$ cat src/rtl/rv_ctrl_pkg.sv
// Shared encodings for the multi-cycle RV32I control unit, datapath muxes and immediate generator.
package rv_ctrl_pkg;

  typedef enum logic [3:0] {
    S_FETCH     = 4'd0,
    S_DECODE    = 4'd1,
    S_MEM_ADDR  = 4'd2,
    S_MEM_READ  = 4'd3,
    S_MEM_WB    = 4'd4,
    S_MEM_WRITE = 4'd5,
    S_EXEC_R    = 4'd6,
    S_EXEC_I    = 4'd7,
    S_ALU_WB    = 4'd8,
    S_BRANCH    = 4'd9,
    S_JAL       = 4'd10,
    S_JALR      = 4'd11,
    S_UPPER     = 4'd12,
    S_TRAP      = 4'd15
  } state_t;

  localparam logic [6:0] OP_LOAD   = 7'b0000011;
  localparam logic [6:0] OP_STORE  = 7'b0100011;
  localparam logic [6:0] OP_R      = 7'b0110011;
  localparam logic [6:0] OP_I      = 7'b0010011;
  localparam logic [6:0] OP_BRANCH = 7'b1100011;
  localparam logic [6:0] OP_JAL    = 7'b1101111;
  localparam logic [6:0] OP_JALR   = 7'b1100111;
  localparam logic [6:0] OP_LUI    = 7'b0110111;
  localparam logic [6:0] OP_AUIPC  = 7'b0010111;

  localparam logic [1:0] ALU_ADD    = 2'b00;
  localparam logic [1:0] ALU_BRANCH = 2'b01;
  localparam logic [1:0] ALU_RFUNCT = 2'b10;
  localparam logic [1:0] ALU_IFUNCT = 2'b11;

  localparam logic [2:0] IMM_I = 3'd0;
  localparam logic [2:0] IMM_S = 3'd1;
  localparam logic [2:0] IMM_B = 3'd2;
  localparam logic [2:0] IMM_U = 3'd3;
  localparam logic [2:0] IMM_J = 3'd4;

  localparam logic [1:0] SRCA_PC     = 2'd0;
  localparam logic [1:0] SRCA_RS1    = 2'd1;
  localparam logic [1:0] SRCA_OLDPC  = 2'd2;
  localparam logic [1:0] SRCA_ZERO   = 2'd3;

  localparam logic [1:0] SRCB_RS2  = 2'd0;
  localparam logic [1:0] SRCB_IMM  = 2'd1;
  localparam logic [1:0] SRCB_FOUR = 2'd2;

  localparam logic [1:0] RES_ALU = 2'd0;
  localparam logic [1:0] RES_MEM = 2'd1;
  localparam logic [1:0] RES_PC4 = 2'd2;

  typedef struct packed {
    logic       mem_req;
    logic       mem_we;
    logic       i_or_d;
    logic       ir_write;
    logic       pc_write;
    logic       pc_write_cond;
    logic [1:0] alu_src_a;
    logic [1:0] alu_src_b;
    logic [1:0] alu_op;
    logic [2:0] imm_sel;
    logic [1:0] result_src;
    logic       reg_write;
  } ctl_t;

  // Disabled instruction classes decode exactly like unknown opcodes.
  function automatic state_t decode_next(input logic [6:0] op, input logic jump_en,
                                         input logic upper_en);
    state_t nxt;
    case (op)
      OP_LOAD, OP_STORE: nxt = S_MEM_ADDR;
      OP_R:              nxt = S_EXEC_R;
      OP_I:              nxt = S_EXEC_I;
      OP_BRANCH:         nxt = S_BRANCH;
      OP_JAL:            nxt = jump_en ? S_JAL : S_TRAP;
      OP_JALR:           nxt = jump_en ? S_JALR : S_TRAP;
      OP_LUI, OP_AUIPC:  nxt = upper_en ? S_UPPER : S_TRAP;
      default:           nxt = S_TRAP;
    endcase
    return nxt;
  endfunction

endpackage

$ cat src/rtl/mem_wait_timer.sv
// Counts cycles spent waiting on memory; expired_o flags that the wait limit has been reached.
module mem_wait_timer #(
  parameter int unsigned MAX = 15
) (
  input  logic clk_i,
  input  logic rst_i,
  input  logic clr_i,
  input  logic en_i,
  output logic expired_o
);

  logic [7:0] count_q, count_d;

  always_comb begin
    count_d = count_q;
    if (clr_i) begin
      count_d = '0;
    end else if (en_i && (count_q != 8'hFF)) begin
      count_d = count_q + 8'd1;
    end
  end

  always_ff @(posedge clk_i or posedge rst_i) begin
    if (rst_i) begin
      count_q <= '0;
    end else begin
      count_q <= count_d;
    end
  end

  assign expired_o = (count_q == 8'(MAX));

endmodule

$ cat src/rtl/multicycle_control_fsm.sv
// Multi-cycle RV32I sequencer: steps each instruction through its states, drives all datapath
// controls, handshakes with unified memory and traps on illegal opcodes or memory timeouts.
module multicycle_control_fsm
  import rv_ctrl_pkg::*;
#(
  parameter bit          SUPPORT_JUMP  = 1'b1,
  parameter bit          SUPPORT_UPPER = 1'b1,
  parameter int unsigned MEM_WAIT_MAX  = 15
) (
  input  logic       clk,
  input  logic       reset,
  input  logic [6:0] opcode,
  input  logic       mem_ready,
  input  logic       zero,
  output logic       mem_req,
  output logic       mem_we,
  output logic       i_or_d,
  output logic       ir_write,
  output logic       pc_write,
  output logic       pc_write_cond,
  output logic [1:0] alu_src_a,
  output logic [1:0] alu_src_b,
  output logic [1:0] alu_op,
  output logic [2:0] imm_sel,
  output logic [1:0] result_src,
  output logic       reg_write,
  output logic       illegal_instr,
  output logic       mem_timeout,
  output logic [3:0] state_o
);

  state_t state_q, state_d;
  logic   illegal_q, illegal_d;
  logic   timeout_q, timeout_d;
  logic   wait_expired;
  ctl_t   ctl;

  // The branch condition is consumed by the PC write gating in the datapath.
  logic   unused_zero;
  assign unused_zero = zero;

  mem_wait_timer #(.MAX(MEM_WAIT_MAX)) u_wait_timer (
    .clk_i     (clk),
    .rst_i     (reset),
    .clr_i     (mem_ready || (state_d != state_q)),
    .en_i      (ctl.mem_req && !mem_ready),
    .expired_o (wait_expired)
  );

  always_comb begin
    ctl       = '0;
    state_d   = state_q;
    illegal_d = illegal_q;
    timeout_d = timeout_q;
    case (state_q)
      S_FETCH: begin
        ctl.mem_req   = 1'b1;
        ctl.alu_src_a = SRCA_PC;
        ctl.alu_src_b = SRCB_FOUR;
        if (mem_ready) begin
          ctl.ir_write = 1'b1;
          ctl.pc_write = 1'b1;
          state_d      = S_DECODE;
        end
      end
      S_DECODE: begin
        ctl.alu_src_a = SRCA_OLDPC;
        ctl.alu_src_b = SRCB_IMM;
        ctl.imm_sel   = IMM_B;
        state_d       = decode_next(opcode, SUPPORT_JUMP, SUPPORT_UPPER);
        if (state_d == S_TRAP) illegal_d = 1'b1;
      end
      S_MEM_ADDR: begin
        ctl.alu_src_a = SRCA_RS1;
        ctl.alu_src_b = SRCB_IMM;
        ctl.alu_op    = ALU_ADD;
        ctl.imm_sel   = (opcode == OP_STORE) ? IMM_S : IMM_I;
        state_d       = (opcode == OP_STORE) ? S_MEM_WRITE : S_MEM_READ;
      end
      S_MEM_READ: begin
        ctl.mem_req = 1'b1;
        ctl.i_or_d  = 1'b1;
        if (mem_ready) state_d = S_MEM_WB;
      end
      S_MEM_WB: begin
        ctl.reg_write  = 1'b1;
        ctl.result_src = RES_MEM;
        state_d        = S_FETCH;
      end
      S_MEM_WRITE: begin
        ctl.mem_req = 1'b1;
        ctl.mem_we  = 1'b1;
        ctl.i_or_d  = 1'b1;
        if (mem_ready) state_d = S_FETCH;
      end
      S_EXEC_R: begin
        ctl.alu_src_a = SRCA_RS1;
        ctl.alu_src_b = SRCB_RS2;
        ctl.alu_op    = ALU_RFUNCT;
        state_d       = S_ALU_WB;
      end
      S_EXEC_I: begin
        ctl.alu_src_a = SRCA_RS1;
        ctl.alu_src_b = SRCB_IMM;
        ctl.alu_op    = ALU_IFUNCT;
        ctl.imm_sel   = IMM_I;
        state_d       = S_ALU_WB;
      end
      S_ALU_WB: begin
        ctl.reg_write  = 1'b1;
        ctl.result_src = RES_ALU;
        state_d        = S_FETCH;
      end
      S_BRANCH: begin
        ctl.alu_src_a     = SRCA_RS1;
        ctl.alu_src_b     = SRCB_RS2;
        ctl.alu_op        = ALU_BRANCH;
        ctl.pc_write_cond = 1'b1;
        state_d           = S_FETCH;
      end
      S_JAL: begin
        ctl.reg_write  = 1'b1;
        ctl.result_src = RES_PC4;
        ctl.pc_write   = 1'b1;
        ctl.alu_src_a  = SRCA_OLDPC;
        ctl.alu_src_b  = SRCB_IMM;
        ctl.imm_sel    = IMM_J;
        state_d        = S_FETCH;
      end
      S_JALR: begin
        ctl.reg_write  = 1'b1;
        ctl.result_src = RES_PC4;
        ctl.pc_write   = 1'b1;
        ctl.alu_src_a  = SRCA_RS1;
        ctl.alu_src_b  = SRCB_IMM;
        ctl.imm_sel    = IMM_I;
        state_d        = S_FETCH;
      end
      S_UPPER: begin
        // LUI adds the immediate to a forced-zero A operand.
        ctl.imm_sel   = IMM_U;
        ctl.alu_src_b = SRCB_IMM;
        ctl.alu_op    = ALU_ADD;
        ctl.alu_src_a = (opcode == OP_LUI) ? SRCA_ZERO : SRCA_OLDPC;
        state_d       = S_ALU_WB;
      end
      default: begin
        state_d = S_TRAP;
      end
    endcase

    // A ready on the limit cycle completes the access instead of trapping.
    if (ctl.mem_req && !mem_ready && wait_expired) begin
      state_d   = S_TRAP;
      timeout_d = 1'b1;
    end

    // Controls drop with reset itself so a pending memory request is withdrawn at once.
    if (reset) ctl = '0;
  end

  always_ff @(posedge clk or posedge reset) begin
    if (reset) begin
      state_q   <= S_FETCH;
      illegal_q <= 1'b0;
      timeout_q <= 1'b0;
    end else begin
      state_q   <= state_d;
      illegal_q <= illegal_d;
      timeout_q <= timeout_d;
    end
  end

  assign mem_req       = ctl.mem_req;
  assign mem_we        = ctl.mem_we;
  assign i_or_d        = ctl.i_or_d;
  assign ir_write      = ctl.ir_write;
  assign pc_write      = ctl.pc_write;
  assign pc_write_cond = ctl.pc_write_cond;
  assign alu_src_a     = ctl.alu_src_a;
  assign alu_src_b     = ctl.alu_src_b;
  assign alu_op        = ctl.alu_op;
  assign imm_sel       = ctl.imm_sel;
  assign result_src    = ctl.result_src;
  assign reg_write     = ctl.reg_write;
  assign illegal_instr = illegal_q;
  assign mem_timeout   = timeout_q;
  assign state_o       = state_q;

endmodule

$ cat config.mk
export PLATFORM = sky130hd
export DESIGN_NAME = multicycle_control_fsm
export DESIGN_NICKNAME = d
export VERILOG_FILES = /design/src/rtl/rv_ctrl_pkg.sv /design/src/rtl/mem_wait_timer.sv /design/src/rtl/multicycle_control_fsm.sv
export SDC_FILE = /design/constraint.sdc
export NUM_CORES = 1
export LEC_CHECK = 0
export BUFFER_PORTS_ARGS = -buffer_cell sky130_fd_sc_hd__buf_2
export CAP_MARGIN = 20
export CORE_ASPECT_RATIO = 1.25
export CORE_UTILIZATION = 35
export DETAILED_ROUTE_END_ITERATION = 10
export SYNTH_ARGS = -nofsm -noshare
export SYNTH_HDL_FRONTEND = slang
export SYNTH_SLANG_ARGS = --single-unit
$ cat constraint.sdc
create_clock -name clk -period 6.3 [get_ports clk]
set_input_delay 0.315 -clock clk [delete_from_list [all_inputs] [get_ports clk]]
set_output_delay 0.315 -clock clk [all_outputs]
set_load 0.01 [all_outputs]
## Word-level counts from Yosys, hierarchy flattened

Index checks and enable logic that the tools add are counted.

| word-level totals | value |
|---|---|
| bits of input ports | 11 |
| word-level logic and storage cells | 73 |
| output and inout bits | 24 |
| bits in registers | 14 |

| cells by class | value |
|---|---|
| eq/ne operators | 25 |
| reductions and logical operators | 19 |
| mux-type cells | 24 |
| $add $sub $neg | 1 |

Operators by type and width:

| kind | count |
|---|---|
| $pmux W4 S7 | 2 |
| $eq A4 B4 Y1 const B | 6 |
| $eq A7 B6 Y1 const B | 3 |
| $eq A7 B7 Y1 const B | 3 |
| $mux W4 | 5 |
| $pmux W4 S5 | 1 |
| $mux W18 | 1 |
| $eq A4 B3 Y1 const B | 4 |
| $mux W8 | 2 |
| $eq A7 B5 Y1 const B | 2 |
| $pmux W3 S4 | 1 |
| $reduce_or A2 Y1 | 6 |
| $pmux W3 S3 | 1 |
| $reduce_or A3 Y1 | 3 |
| $add A8 B1 Y8 const B | 1 |
| $eq A4 B2 Y1 const B | 2 |
| $eq A8 B4 Y1 const B | 1 |
| $ne A8 B8 Y1 const B | 1 |
| $eq A7 B2 Y1 const B | 1 |
| $mux W1 | 7 |
| $pmux W2 S3 | 1 |
| $reduce_or A5 Y1 | 1 |
| $eq A4 B1 Y1 const B | 1 |
| $logic_and A1 B1 Y1 | 4 |
| 9 further kinds | 9 |

## Longest topological paths before layout

Gate-level depths: netlist of the first run.

| logic depth | value |
|---|---|
| word-level depth | 9 |
| gate-level depth with buffers | 7 |
| gate-level depth less buffers | 7 |

## Modules after synthesis

From an unflattened synthesis of the first run, not the netlist that was laid out.

| second synthesis, totals | value |
|---|---|
| cells, all modules | 182 |
| area, all modules | 1393.8 um2 |

By module, submodules not included:

| module | seq. area each (um2) | area an instance (um2) | cells an instance | times used |
|---|---|---|---|---|
| multicycle_control_fsm | 150.1 | 902.1 | 133 | 1 |
| mem_wait_timer | 200.2 | 491.7 | 49 | 1 |

## Least setup slack after synthesis of the first run

Ideal clock, no wire load.

| timing | value |
|---|---|
| kind | input to register |
| from | input port opcode[6] |
| to | register u_wait_timer.count_q[1] |
| buffers on the path | 1 |
| stages | 6 |
| library setup time | 0.135 ns |
| arrival | 2.020 ns |
| data required time | 6.165 ns |
| setup slack | 4.145 ns |
| cells stage by stage | buf_6 -> or4_4 -> or4_4 -> o2111a_1 -> o221ai_4 -> nor4b_1 |

| between the ends | value |
|---|---|
| word-level cells in the longest chain between the ends | 9 |
| elaborated cells on any way between the ends | 20 |
| those cells by class | eq/ne (10); mux (6); reduce/logical (4) |

RTL lines:

| element | line | source |
|---|---|---|
| from (decl) | multicycle_control_fsm.sv:12 | `input logic [6:0] opcode,` |
| $eq A7 B6 Y1, or another cell as far along | rv_ctrl_pkg.sv:74 | `case (op)` |
| $reduce_or A2 Y1 | rv_ctrl_pkg.sv:74 |  |
| $pmux W4 S7 | rv_ctrl_pkg.sv:74 |  |
| $mux W4 | multicycle_control_fsm.sv:55 | `case (state_q)` |
| $pmux W4 S7 * | multicycle_control_fsm.sv:55 |  |
| $mux W4 * | multicycle_control_fsm.sv:153 | `if (ctl.mem_req && !mem_ready && wait_expired) begin` |
| $ne A4 B4 Y1 * | multicycle_control_fsm.sv:45 | `.clr_i (mem_ready \|\| (state_d != state_q)),` |
| $logic_or A1 B1 Y1 * | multicycle_control_fsm.sv:45 |  |
| $mux W8 / $reduce_bool A2 Y1 (equally long branches) | -- |  |
| to (signal assigned) | mem_wait_timer.sv:27 | `count_q <= count_d;` |
| to (decl) | mem_wait_timer.sv:12 | `logic [7:0] count_q, count_d;` |

Mark *: on every way between the ends. The rest lies on a longest branch, timed or not. The select of a mux whose other input is x is not followed.
A chain may end at the register's enable or synchronous reset.

## Worst setup path in the final report of the first run

| timing | value |
|---|---|
| from | register state_q[2] (netlist: state_o[2]) |
| to | register u_wait_timer.count_q[1] |

| between the ends | value |
|---|---|
| word-level cells in the longest chain between the ends | 9 |
| elaborated cells on any way between the ends | 31 |
| those cells by class | eq/ne (13); mux (8); reduce/logical (10) |

RTL lines:

| element | line | source |
|---|---|---|
| from (decl) | multicycle_control_fsm.sv:32 | `state_t state_q, state_d;` |
| from (signal assigned) | multicycle_control_fsm.sv:168 | `state_q <= state_d;` |
| branches (longest 9 deep; another with $mux W8) | -- |  |

Several ways; the timed one is not identified.

==> impl_metrics.tcl, run 1 <==
set metrics [dict create \
    crit_path_end "u_wait_timer.count_q[1]" \
    power_density_nw_per_um2 401 \
    ant_nets 0 \
    yosysMostFrequentCell "nor3_1" \
    via_count 1406 \
    hold_violations 0 \
    timing.rr.end "u_wait_timer.count_q[1]" \
    yosysTopAreaCell "dfrtp_1" \
    dpl.hpwl_um 2460 \
    worst_pin_slew_ns 0.741 \
    post_route_cells_drive_above_1_share 0.232 \
    slowest_stage "dfrtp_1" \
    grt_start_max_net_pins 25 \
    rows 24 \
    vias_per_cell 5.81 \
    finalWirelength_um 3400 \
    fmax_mhz 378 \
    htreeDepth 1 \
    ctsHoldBuffers 0 \
    root_buffer "clkbuf_8" \
    total_power_uw 623 \
    initial_utilization 0.376 \
    violations "DRC" \
    synthTopCellsByArea "dfrtp_1, nor3_1, nand2_1" \
    rsz0062_at_grt "no" \
    drt_pre_antenna_iters 7 \
    wl_per_cell_um 14.0 \
    io_buffers 33 \
    synth_top_area_share 0.261 \
    cp.depth 6 \
    die_h_um 71.2 \
    required_ns 6.45 \
    area_growth_pct 15.7 \
    netlist_area_um2 1340 \
    synth-main-ff-cell "dfrtp_1" \
    postCtsSetupBuffers 0 \
    critPathBufInv 0 \
    r2r-start "state_o[2]" \
    drc 4 \
    drt_iter0_drc 83 \
    grt_pass1_vias 1228 \
    finClkSkew_ns 0.00418 \
    synth_cells 179 \
    tritoncts "yes" \
    track_usage 0.178 \
    period_share 0.420 \
    fin_tns_setup_ns 0 \
    clock_sinks 14 \
    postSynthAreaPerCell_um2 7.50 \
    ys_types 48 \
    grt_overflow_total 0 \
    clk_path_buf_depth 2 \
    io-pin-count 35 \
    cp-end-kind "flip-flop" \
    insertion_delay_ns 0.24 \
    yosysWarnings 0 \
    crit_start "state_o[2]" \
    rrSetupSlack_ns 3.65 \
    grt_antenna_before_repair 0 \
    cap_violations 0 \
    cts_buffers 3 \
    relSlewSlack 0.506 \
    path_class "flip-flop to flip-flop" \
    period_minus_slack_ns 2.65 \
    grt_pass1_wl_um 5820 \
    peakVddDrop_v 0.000179 \
    synth-edff-count 0 \
    ys_ff_latch 14 \
    slowest_delay_ns 0.75 \
    cts_resized 0 \
    n_antenna_cell 0 \
    crit_arrival_ns 2.79 \
    reg2reg_depth 6 \
    finalSetupViolations 0 \
    yosys-top-cells-count "nor3_1, nand2_1, dfrtp_1, nand3_1, nor2_1" \
    setup.worst_path.start_class "flip-flop" \
    slew_viol_final 0 \
    hp-class "input pin to async pin" \
    synth_seq_area_share 0.261 \
    syn_nets 191 \
    path_clk_slew_ns 0.06 \
    synthArstFlopShare 1.00 \
    worstPathMaxFanout 19 \
    fp.dieArea_um2 4090 \
    crit_path_cell_trace "xor2_1 > a21oi_2 > nand4b_1 > o2111a_1 > o221ai_4 > nor4b_1" \
    critical_path.top_delay_family "compound AO/OA/AOI/OAI gates" \
    fp.coreArea_um2 3570 \
    p_leak_nw 0.676 \
    die_x_um 57.4 \
    gp_congestion 0.819 \
    status "finished, violations left" \
    fin_nets 216 \
]
==> final cells by class <==
cell class                 instances  area (um2)
clock buffer                       4        55.1
fill                             375        2020
inverter                           7        26.3
multi-input combinational        145         907
sequential                        14         350
tap                               39        48.8
timing repair buffer              33         165
==> power by group <==
part           switching, mW  total (mW)  internal [mW]
Sequential            0.0689       0.171          0.102
Combinational          0.228       0.365          0.138
Clock                 0.0315      0.0868         0.0553
Total                  0.328       0.623          0.295
==> how the worst min path moves through the flow <==
| stage | start | endpoint | cells past startpoint |
|---|---|---|---|
| 3_3_place_gp | illegal_instr | illegal_instr | 2 |
| 6_report | reset | u_wait_timer.count_q[4] | 2 |
| 4_1_cts | reset | u_wait_timer.count_q[6] | 2 |
| 3_5_place_dp | illegal_instr | illegal_instr | 2 |
| 2_1_floorplan | illegal_instr | illegal_instr | 2 |
| 5_1_grt | reset | u_wait_timer.count_q[4] | 2 |
==> state kept, by name, indices dropped and copies added (netlist names) <==
signal / count
state_o: 4
illegal_instr: 1
u_wait_timer.count_q: 8
mem_timeout: 1
==> metrics by stage <==
stage / std cells / hold slack (ns) / instance area (um2) / util / setup slack (ns)
finish: 242 / 0.235 / 1550 / 0.435 / 3.65
global route: 242 / 0.314 / 1550 / 0.435 / 3.44
CTS: 242 / 0.254 / 1550 / 0.435 / 3.64
detailed placement: 238 / 0.449 / 1500 / 0.419 / 3.65
global placement: 238 / 0.451 / 1500 / 0.419 / 3.65
floorplan: 179 / 0.497 / 1340 / - / 4.14
==> metal layers <==
| layer | part of all wire | up-vias | global-route usage |
|---|---|---|---|
| li1 | - | 718 | - |
| met5 | 0 | - | 0 |
| met2 | 0.45 | 36 | 0.273 |
| met4 | 0.016 | 0 | 0.0732 |
| met3 | 0.039 | 4 | 0.0181 |
| met1 | 0.49 | 648 | 0.254 |
==> cell usage in the layout (no fill, tap or decap), types with 7 or more instances in the layout <==
master and count:
a21oi_1 9, buf_2 33, dfrtp_1 14, inv_1 7
nand2_1 18, nand3_1 12, nor2_1 11, nor3_1 19
o21ai_0 8
==> cell families (layout without fill, tap and decap cells) <==
group | count (synthesis) | after routing | synth area share
AO/OA/AOI/OAI | 43 | 43 | 0.237
XOR/XNOR | 5 | 5 | 0.0326
adder cells (fa/ha/maj) | 1 | 1 | 0.00932
buffers and inverters | 20 | 44 | 0.0634
flip-flops | 14 | 14 | 0.261
multiplexers | 3 | 3 | 0.0242
AND/OR/NAND/NOR | 93 | 93 | 0.373
(Power assumes the default switching activity.)
==> run 2, diff against run 1 <==
==> constraint.sdc (replaced) <==
create_clock -name clk -period 2.3 [get_ports clk]
set_input_delay 0.115 -clock clk [delete_from_list [all_inputs] [get_ports clk]]
set_output_delay 0.115 -clock clk [all_outputs]
set_load 0.01 [all_outputs]
==> run 2 against run 1 <==
Effect of this change:
- the flow still finishes with violations (DRC)
- design area up 5.4%
- sequential share of layout area is 1.1 points lower
- first-iteration DRC count rose by 40%
- clock power rose to 2.8 times the previous value
- cell count grew 4.5%
- count of clock-buffer cells in the layout stayed put
- sequential power is 100% higher
- non-clock buffer count increased by 11
- maximum frequency rose by 27%
- utilization up 2.3 points
- worst setup slack got worse by 3.4 ns
- hold slack got worse by 0.19 ns
- critical path type unchanged
- critical endpoint unchanged
- highest routed layer unchanged
==> impl_metrics.tcl, run 2 (synthesis results as in run 1) <==
set metrics [dict create \
    n_antenna_cell 0 \
    switching_share 0.495 \
    htreeDepth 1 \
    dpl.hpwl_um 2710 \
    crit_arrival_ns 2.24 \
    violations "DRC" \
    finClkSkew_ns 0.00418 \
    period_share 0.909 \
    clock_sinks 14 \
    fin_tns_setup_ns 0 \
    setup.worst_path.start_class "flip-flop" \
    top_register "u_wait_timer.count_q" \
    fillers 370 \
    grt_antenna_before_repair 0 \
    period_minus_slack_ns 2.09 \
    grt_pass1_vias 1324 \
    path_class "flip-flop to flip-flop" \
    initial_utilization 0.376 \
    drc 4 \
    p_int_uw 946 \
    grt_start_max_net_pins 18 \
    p_comb_frac 0.684 \
    hp-class "input pin to async pin" \
    root_buffer "clkbuf_8" \
    required_ns 2.45 \
    fp.coreArea_um2 3570 \
    finalWirelength_um 3550 \
    clk_path_buf_depth 2 \
    fin_util 0.458 \
    total_power_mw 1.87 \
    post_route_cells_drive_above_1_share 0.276 \
    fmax_mhz 478 \
    final_cell_mix "buf_2, nor3_1, nand2_1" \
    slew_viol_final 0 \
    worstPathMaxFanout 10 \
    gp_congestion 0.908 \
    insertion_delay_ns 0.25 \
    pwr-share-clk 0.129 \
    finalSetupViolations 0 \
    status "finished, violations left" \
    p_leak_nw 0.729 \
    area_growth_pct 21.9 \
    ant_nets 0 \
    cp-end-kind "flip-flop" \
    power_density_nw_per_um2 1150 \
    via_count 1471 \
    path_clk_slew_ns 0.06 \
    seq_power_share 0.187 \
    fp.dieArea_um2 4090 \
    cap_violations 0 \
    io_buffers 33 \
    die_h_um 71.2 \
    multiInputGateArea_um2 907 \
    rrSetupSlack_ns 0.21 \
    p_sw_uw 928 \
    die_x_um 57.4 \
    rows 24 \
    peakVddDrop_v 0.000562 \
    rsz0062_at_grt "no" \
    vias_per_cell 5.81 \
    seqCellArea_um2 352 \
    grt_pass1_wl_um 6010 \
    tritoncts "yes" \
    largest_reg_flops 8 \
    track_usage 0.185 \
    worst_pin_slew_ns 0.547 \
    cts_buffers 3 \
    fin_nets 227 \
    wl_per_cell_um 14.0 \
    ctsHoldBuffers 0 \
    drt_iter0_drc 116 \
    final_common_cell "buf_2" \
    io-pin-count 35 \
    grt_overflow_total 0 \
    hold_violations 0 \
    relSlewSlack 0.635 \
    drt_pre_antenna_iters 7 \
]
==> run 2: changes by cell type in the layout (fill, tap and decap cells not counted), sizes merged <==
cell / previous run / this run
buf: 33 / 44
==> run 2: power by group through the flow <==
stage	Combinational (mW)	Clock, mW	Sequential, mW
6_report	1.28	0.242	0.350
5_1_grt	1.42	0.251	0.362
4_1_cts	1.28	0.246	0.350
3_5_place_dp	1.27	0	0.354
3_3_place_gp	1.28	0	0.352
2_1_floorplan	0.865	0	0.330
==> run 2: stage by stage <==
stage | hold slack, ns | instance area [um2] | std cells | setup slack, ns
3_3_place_gp | 0.331 | 1580 | 249 | 0.144
3_5_place_dp | 0.328 | 1580 | 249 | 0.113
2_1_floorplan | 0.380 | 1340 | 179 | 0.216
6_report | 0.0477 | 1640 | 253 | 0.209
4_1_cts | 0.0635 | 1640 | 253 | 0.141
5_1_grt | 0.132 | 1640 | 253 | 0.0319
==> run 2: repair_timing <==
item | 4_1_cts | 5_1_grt
buffers inserted | 0 | 0
setup endpoints to repair | 0 | 1
gates resized for setup | 0 | 1
hold endpoints to repair | 0 | 0
==> run 2: area by class of cell <==
| type | count | area share |
|---|---|---|
| multi-input combinational | 145 | 0.554 |
| sequential | 14 | 0.215 |
| clock buffer | 4 | 0.0336 |
| tap | 39 | 0.0298 |
| timing repair buffer | 44 | 0.151 |
| inverter | 7 | 0.0161 |
==> run 2: metal layers <==
layer	global-route usage	wire, um	share of wire	up-vias
met5	0	0	0	-
met4	0.0976	82	0.023	0
met3	0.0199	133	0.037	6
met2	0.292	1640	0.46	34
met1	0.248	1690	0.48	688
li1	-	-	-	743
==> run 2: final timing paths <==
check,startpoint,end,cells after the start
min in group clk,opcode[3],state_o[3],4
max,state_o[1],u_wait_timer.count_q[1],6
max reg2reg,state_o[1],u_wait_timer.count_q[1],6
min reg2reg,illegal_instr,illegal_instr,2
max in group asynchronous,reset,state_o[1],2
min,reset,u_wait_timer.count_q[6],2
==> run 2: worst max-delay path: stages (launching register included) <==
cell and delay (ns):
dfrtp_2 0.48, nand2b_1 0.28, nor2_1 0.27, o21a_1 0.23, a21oi_1 0.07, a41o_1 0.37, nor4b_1 0.29
